[src/rtl/serial_mag_comparator_if.sv]
// rtl/serial_mag_comparator_if.sv - request/result bundle for the serial magnitude comparator
interface serial_mag_comparator_if #(
    parameter int WIDTH = 16
);
    logic             start;
    logic [WIDTH-1:0] a;
    logic [WIDTH-1:0] b;
    logic             cin_g;
    logic             cin_l;
    logic             cin_e;
    logic             busy;
    logic             done;
    logic             G;
    logic             L;
    logic             E;

    modport master (
        output start, a, b, cin_g, cin_l, cin_e,
        input  busy, done, G, L, E
    );

    modport slave (
        input  start, a, b, cin_g, cin_l, cin_e,
        output busy, done, G, L, E
    );
endinterface

[src/rtl/serial_mag_comparator.sv]
// rtl/serial_mag_comparator.sv - nibble-serial cascadable magnitude comparator (G/L/E)
module serial_mag_comparator #(
    parameter int WIDTH = 16
) (
    input  logic                   clk,
    input  logic                   rst_n,
    serial_mag_comparator_if.slave bus
);
    localparam int NIBBLES = WIDTH / 4;
    localparam int IDXW    = (NIBBLES > 1) ? $clog2(NIBBLES) : 1;
    localparam logic [IDXW-1:0] LAST_IDX = IDXW'(NIBBLES - 1);

    typedef enum logic [1:0] {
        IDLE = 2'd0,
        RUN  = 2'd1,
        DONE = 2'd2
    } state_t;

    state_t           state_q, state_d;
    logic [IDXW-1:0]  idx_q, idx_d;
    logic [WIDTH-1:0] a_q, a_d;
    logic [WIDTH-1:0] b_q, b_d;
    logic             acc_g_q, acc_g_d;
    logic             acc_l_q, acc_l_d;
    logic             acc_e_q, acc_e_d;
    logic             out_g_q, out_g_d;
    logic             out_l_q, out_l_d;
    logic             out_e_q, out_e_d;

    // Operands shift right each RUN cycle, so the current nibble is always bits [3:0].
    logic [3:0] nib_a, nib_b;
    logic       nib_gt, nib_lt, nib_eq;
    logic       upd_g, upd_l, upd_e;

    assign nib_a  = a_q[3:0];
    assign nib_b  = b_q[3:0];
    assign nib_gt = (nib_a > nib_b);
    assign nib_lt = (nib_a < nib_b);
    assign nib_eq = (nib_a == nib_b);
    assign upd_g  = nib_gt | (nib_eq & acc_g_q);
    assign upd_l  = nib_lt | (nib_eq & acc_l_q);
    assign upd_e  = nib_eq & acc_e_q;

    always_comb begin
        state_d = state_q;
        idx_d   = idx_q;
        a_d     = a_q;
        b_d     = b_q;
        acc_g_d = acc_g_q;
        acc_l_d = acc_l_q;
        acc_e_d = acc_e_q;
        out_g_d = out_g_q;
        out_l_d = out_l_q;
        out_e_d = out_e_q;
        case (state_q)
            IDLE: begin
                if (bus.start) begin
                    state_d = RUN;
                    idx_d   = '0;
                    a_d     = bus.a;
                    b_d     = bus.b;
                    acc_g_d = bus.cin_g;
                    acc_l_d = bus.cin_l;
                    acc_e_d = bus.cin_e;
                end
            end
            RUN: begin
                a_d     = a_q >> 4;
                b_d     = b_q >> 4;
                acc_g_d = upd_g;
                acc_l_d = upd_l;
                acc_e_d = upd_e;
                idx_d   = idx_q + IDXW'(1);
                if (idx_q == LAST_IDX) begin
                    state_d = DONE;
                    idx_d   = '0;
                    out_g_d = upd_g;
                    out_l_d = upd_l;
                    out_e_d = upd_e;
                end
            end
            DONE: begin
                state_d = IDLE;
            end
            default: begin
                state_d = IDLE;
            end
        endcase
    end

    always_ff @(posedge clk or negedge rst_n) begin
        if (!rst_n) begin
            state_q <= IDLE;
            idx_q   <= '0;
            a_q     <= '0;
            b_q     <= '0;
            acc_g_q <= 1'b0;
            acc_l_q <= 1'b0;
            acc_e_q <= 1'b0;
            out_g_q <= 1'b0;
            out_l_q <= 1'b0;
            out_e_q <= 1'b0;
        end else begin
            state_q <= state_d;
            idx_q   <= idx_d;
            a_q     <= a_d;
            b_q     <= b_d;
            acc_g_q <= acc_g_d;
            acc_l_q <= acc_l_d;
            acc_e_q <= acc_e_d;
            out_g_q <= out_g_d;
            out_l_q <= out_l_d;
            out_e_q <= out_e_d;
        end
    end

    assign bus.busy = (state_q == RUN);
    assign bus.done = (state_q == DONE);
    assign bus.G    = out_g_q;
    assign bus.L    = out_l_q;
    assign bus.E    = out_e_q;
endmodule
[src/flat_wrapper.sv]
// flat-port wrapper written by rule: the top's interface ports become plain ports
module serial_mag_comparator_flat 
#(
    parameter int WIDTH = 16
)
  (clk, rst_n, bus_start, bus_a, bus_b, bus_cin_g, bus_cin_l, bus_cin_e, bus_busy, bus_done, bus_G, bus_L, bus_E);
  serial_mag_comparator_if #(.WIDTH(WIDTH)) bus_i ();
  input  logic clk;
  input  logic rst_n;
  input wire logic [$bits(bus_i.start)-1:0] bus_start;
  input wire logic [$bits(bus_i.a)-1:0] bus_a;
  input wire logic [$bits(bus_i.b)-1:0] bus_b;
  input wire logic [$bits(bus_i.cin_g)-1:0] bus_cin_g;
  input wire logic [$bits(bus_i.cin_l)-1:0] bus_cin_l;
  input wire logic [$bits(bus_i.cin_e)-1:0] bus_cin_e;
  output wire logic [$bits(bus_i.busy)-1:0] bus_busy;
  output wire logic [$bits(bus_i.done)-1:0] bus_done;
  output wire logic [$bits(bus_i.G)-1:0] bus_G;
  output wire logic [$bits(bus_i.L)-1:0] bus_L;
  output wire logic [$bits(bus_i.E)-1:0] bus_E;
  assign bus_i.start = bus_start;
  assign bus_i.a = bus_a;
  assign bus_i.b = bus_b;
  assign bus_i.cin_g = bus_cin_g;
  assign bus_i.cin_l = bus_cin_l;
  assign bus_i.cin_e = bus_cin_e;
  assign bus_busy = bus_i.busy;
  assign bus_done = bus_i.done;
  assign bus_G = bus_i.G;
  assign bus_L = bus_i.L;
  assign bus_E = bus_i.E;
  serial_mag_comparator #(.WIDTH(WIDTH)) u_core (.clk(clk), .rst_n(rst_n), .bus(bus_i));
endmodule
[config.mk]
export PLATFORM = sky130hd
export DESIGN_NAME = serial_mag_comparator_flat
export DESIGN_NICKNAME = d
export VERILOG_FILES = /design/src/rtl/serial_mag_comparator_if.sv /design/src/rtl/serial_mag_comparator.sv /design/src/flat_wrapper.sv
export SDC_FILE = /design/constraint.sdc
export NUM_CORES = 1
export LEC_CHECK = 0
export ABC_AREA = 1
export BUFFER_PORTS_ARGS = -buffer_cell sky130_fd_sc_hd__buf_2
export CORE_ASPECT_RATIO = 0.5
export CORE_MARGIN = 2
export CORE_UTILIZATION = 45
export DETAILED_ROUTE_END_ITERATION = 8
export PLACE_DENSITY = 0.68
export SLEW_MARGIN = 10
export SYNTH_ARGS = -nofsm -noshare
export SYNTH_HDL_FRONTEND = slang
export SYNTH_SLANG_ARGS = --single-unit
[constraint.sdc]
create_clock -name clk -period 1.8 [get_ports clk]
set_input_delay 0.09 -clock clk [delete_from_list [all_inputs] [get_ports clk]]
set_output_delay 0.09 -clock clk [all_outputs]
set_load 0.05 [all_outputs]
==> impl_metrics.csv <==
group,metric,value,unit
drt,remaining_drc_errors,0,
drt,antenna_violating_nets_post_route,0,
timing,period_needed,1.67,ns
synthesis,mean_instance_size_in_the_synthesized_netlist,8.60,sq um
global_routing,globalRouteTotalUtil,19.3,%
timing,maxClockFrequency,600,MHz
floorplanning,fp.dieArea,0.00504,sq mm
cts,clk_path_buf_depth,2,
floorplanning,die_h,51.2,um
drt,first_pass_iters,4,
final_layout,finalNetCount,320,
synthesis,synth_async_sr_flop_share,100,%
drt,detailroute.via_count,1676,
floorplanning,io-pin-count,43,
floorplanning,coreArea,0.00434,sq mm
drt,wire_per_inst,13.4,um
cts,clk_root_buffer_cell,"clkbuf_8",
power,max-vdd-ir-drop,0.556,mV
cts,clk_slew_on_worst_s_h_paths,0.08,ns
global_routing,grt_pass1_wl,7520,um
synthesis,synth_common_cells,"42 x dfrtp_1, 40 x nand2_1, 28 x o21ai_0",
synthesis,yosys_warnings,0,
timing,setup_viol,0,
critical_path,critical_path.endpoint_type,"output port",
cts,clkSinkCount,42,
global_routing,globalRouteOverflowTotal,0,
drt,totalWireLength,4500,um
drt,drt_via_density,5.00,
final_layout,n_antenna_cell,0,
synthesis,synth_top_area_share,52.4,%
timing,timing_hold_violations_final,0,
timing,setup_tns,0,ns
timing,worst_clock_skew,0.00240,ns
hold_path,hp-class,"in -> reg",
synthesis,synth_area_leader_cell,"dfrtp_1",
synthesis,synth-main-ff-cell,"dfrtp_1",
critical_path,cp_data_arrival_time,1.58,ns
timing,worst_slew_pin_slew,0.530,ns
synthesis,yosysSeqAreaShare,52.4,%
timing,finalCritPeriodShare,92.5,%
outcome,status,"completed",
placed_design,dp_hpwl,3140,um
synthesis,syn-cell-area,0.00200,sq mm
critical_path,criticalPathCategory,"reg -> out",
cts,cts_tree,"built",
final_layout,post_route_cells_drive_above_1_share,22.7,%
synthesis,synth_nets,276,
cts,cts_setup_buffers,0,
power,power,4.33,mW
timing,setup_repair_after_global_routing_missed_its_margin,"no",
floorplanning,num_rows,17,
floorplanning,floorplan.initialDensity,46.2,%
placed_design,port_buffers,42,
timing,slew_headroom,64.7,%
global_routing,grt_antenna_before_repair,0,
critical_path,critPathMaxFanout,27,
cts,cts_made_buffers,5,
synthesis,netlist_instances,233,
cts,htreeDepth,2,
global_routing,first_global_vias,1593,
synthesis,yosysMostFrequentCell,"dfrtp_1",
floorplanning,die_w,98.4,um
power,power_density,1820,mW/mm^2
timing,report.final.slew_viol_count,0,
synthesis,number_of_storage_elements_in_the_synthesis_netlist,42,
global_routing,grt_max_degree,43,
placed_design,place.gp.congestion,0.831,
drt,drt_iter0_markers,88,
final_layout,area_growth_syn_to_layout,18.4,%
synthesis,synth_edf_count,0,
power,p_leak,1.18,nW
synthesis,synth.distinct_cells,21,
critical_path,cp.required,1.71,ns
cts,worstSkewPairLatency,0.29,ns
synthesis,top_area_cells_in_the_synthesized_netlist,"dfrtp_1 52%, nand2_1 7.5%, o21ai_0 7.0%",
flow_run,maxCapViolCount,0,
critical_path,startpoint_type,"register",
## cell families (layout without fill, tap and decap cells)
| family | count (synthesis) | in the layout | synth area share [%] |
|---|---|---|---|
| adder cells (fa/ha/maj) | 5 | 5 | 3.12 |
| AO/OA/AOI/OAI | 74 | 74 | 19.4 |
| buffers and inverters | 40 | 85 | 9.80 |
| AND/OR/NAND/NOR | 72 | 72 | 15.3 |
| flip-flops | 42 | 42 | 52.4 |
## cell type report
type                    count  area (sq um)
multi-input cells         151           757
well taps                  57          71.3
fillers                   413          1970
repair buffers             49           278
inverters                  28           105
flip-flops and latches     42          1050
clock buffers               8           110
## worst paths after layout
check	startpoint	to	slack [ns]	cells past startpoint
setup / recovery	u_core.state_q[0]$_DFFE_PN0P_	bus_busy	0.13	4
hold / removal	bus_a[14]	u_core.a_q[14]$_DFFE_PN0P_	0.03	3
setup reg to reg	u_core.a_q[3]$_DFFE_PN0P_	u_core.acc_l_q$_DFFE_PN0P_	0.33	7
hold reg to reg	u_core.a_q[13]$_DFFE_PN0P_	u_core.a_q[13]$_DFFE_PN0P_	0.48	2
max in group asynchronous	rst_n	u_core.acc_e_q$_DFFE_PN0P_	1.03	3
min in group asynchronous	rst_n	u_core.b_q[14]$_DFFE_PN0P_	0.40	3
## stage by stage
stage | cell area (sq um) | cells | worst slack, ns | hold WS (ns) | util, %
2_1_floorplan | 2000 | 233 | 0.528 | -0.206 | -
3_3_place_gp | 2250 | 326 | 0.377 | 0.182 | 51.9
3_5_place_dp | 2250 | 326 | 0.351 | 0.193 | 51.9
4_1_cts | 2370 | 335 | 0.153 | 0.0177 | 54.7
5_1_grt | 2370 | 335 | 0.0397 | 0.0282 | 54.7
6_report | 2370 | 335 | 0.134 | 0.0261 | 54.7
## registers in the layout, summed over array words and instances, names as in the netlist
signal,cells
u_core.idx_q,2
u_core.acc_e_q,1
u_core.bus.E,1
u_core.a_q,16
u_core.b_q,16
u_core.bus.G,1
u_core.state_q,2
u_core.acc_g_q,1
u_core.acc_l_q,1
u_core.bus.L,1
## cell usage in the layout, fill, tap and decap left out, types with 2 or more instances in the layout
cell type and instances:
dfrtp_1 42, nor2_4 3, nor2_1 18, buf_4 5
inv_1 26, o21ai_0 28, o21ai_1 15, buf_2 42
clkbuf_8 8, nand2_1 40, inv_2 2, a21oi_1 25
ha_1 5, nand3_1 11, a21oi_2 2
## layer usage
layer,routed length (um),vias up,share of wire [%],track usage (%)
met1,2300,791,51,26.9
met4,76,0,1.7,6.85
met5,0,-,0,0
met3,168,8,3.7,4.51
met2,1960,29,43,29.9
li1,-,848,-,-
## power by group
part           switching [mW]  total [mW]  internal [mW]  leakage (nW)
Sequential              0.210        1.58           1.37         0.518
Clock                   0.318       0.706          0.387        0.0575
Combinational            1.32        2.04          0.717         0.602
Total                    1.85        4.33           2.48          1.18
## what timing repair did
| action | CTS | global route |
|---|---|---|
| hold buffers | 1 | 0 |
| gates resized for setup | 0 | 0 |
| hold endpoints to repair | 42 | 0 |
## critical path, cell delays in order, from the launching register on
cell	delay, ns
dfrtp_1	0.39
inv_2	0.12
nor2_4	0.15
buf_4	0.29
buf_2	0.32
No activity file was read; power rests on OpenSTA's default activity.
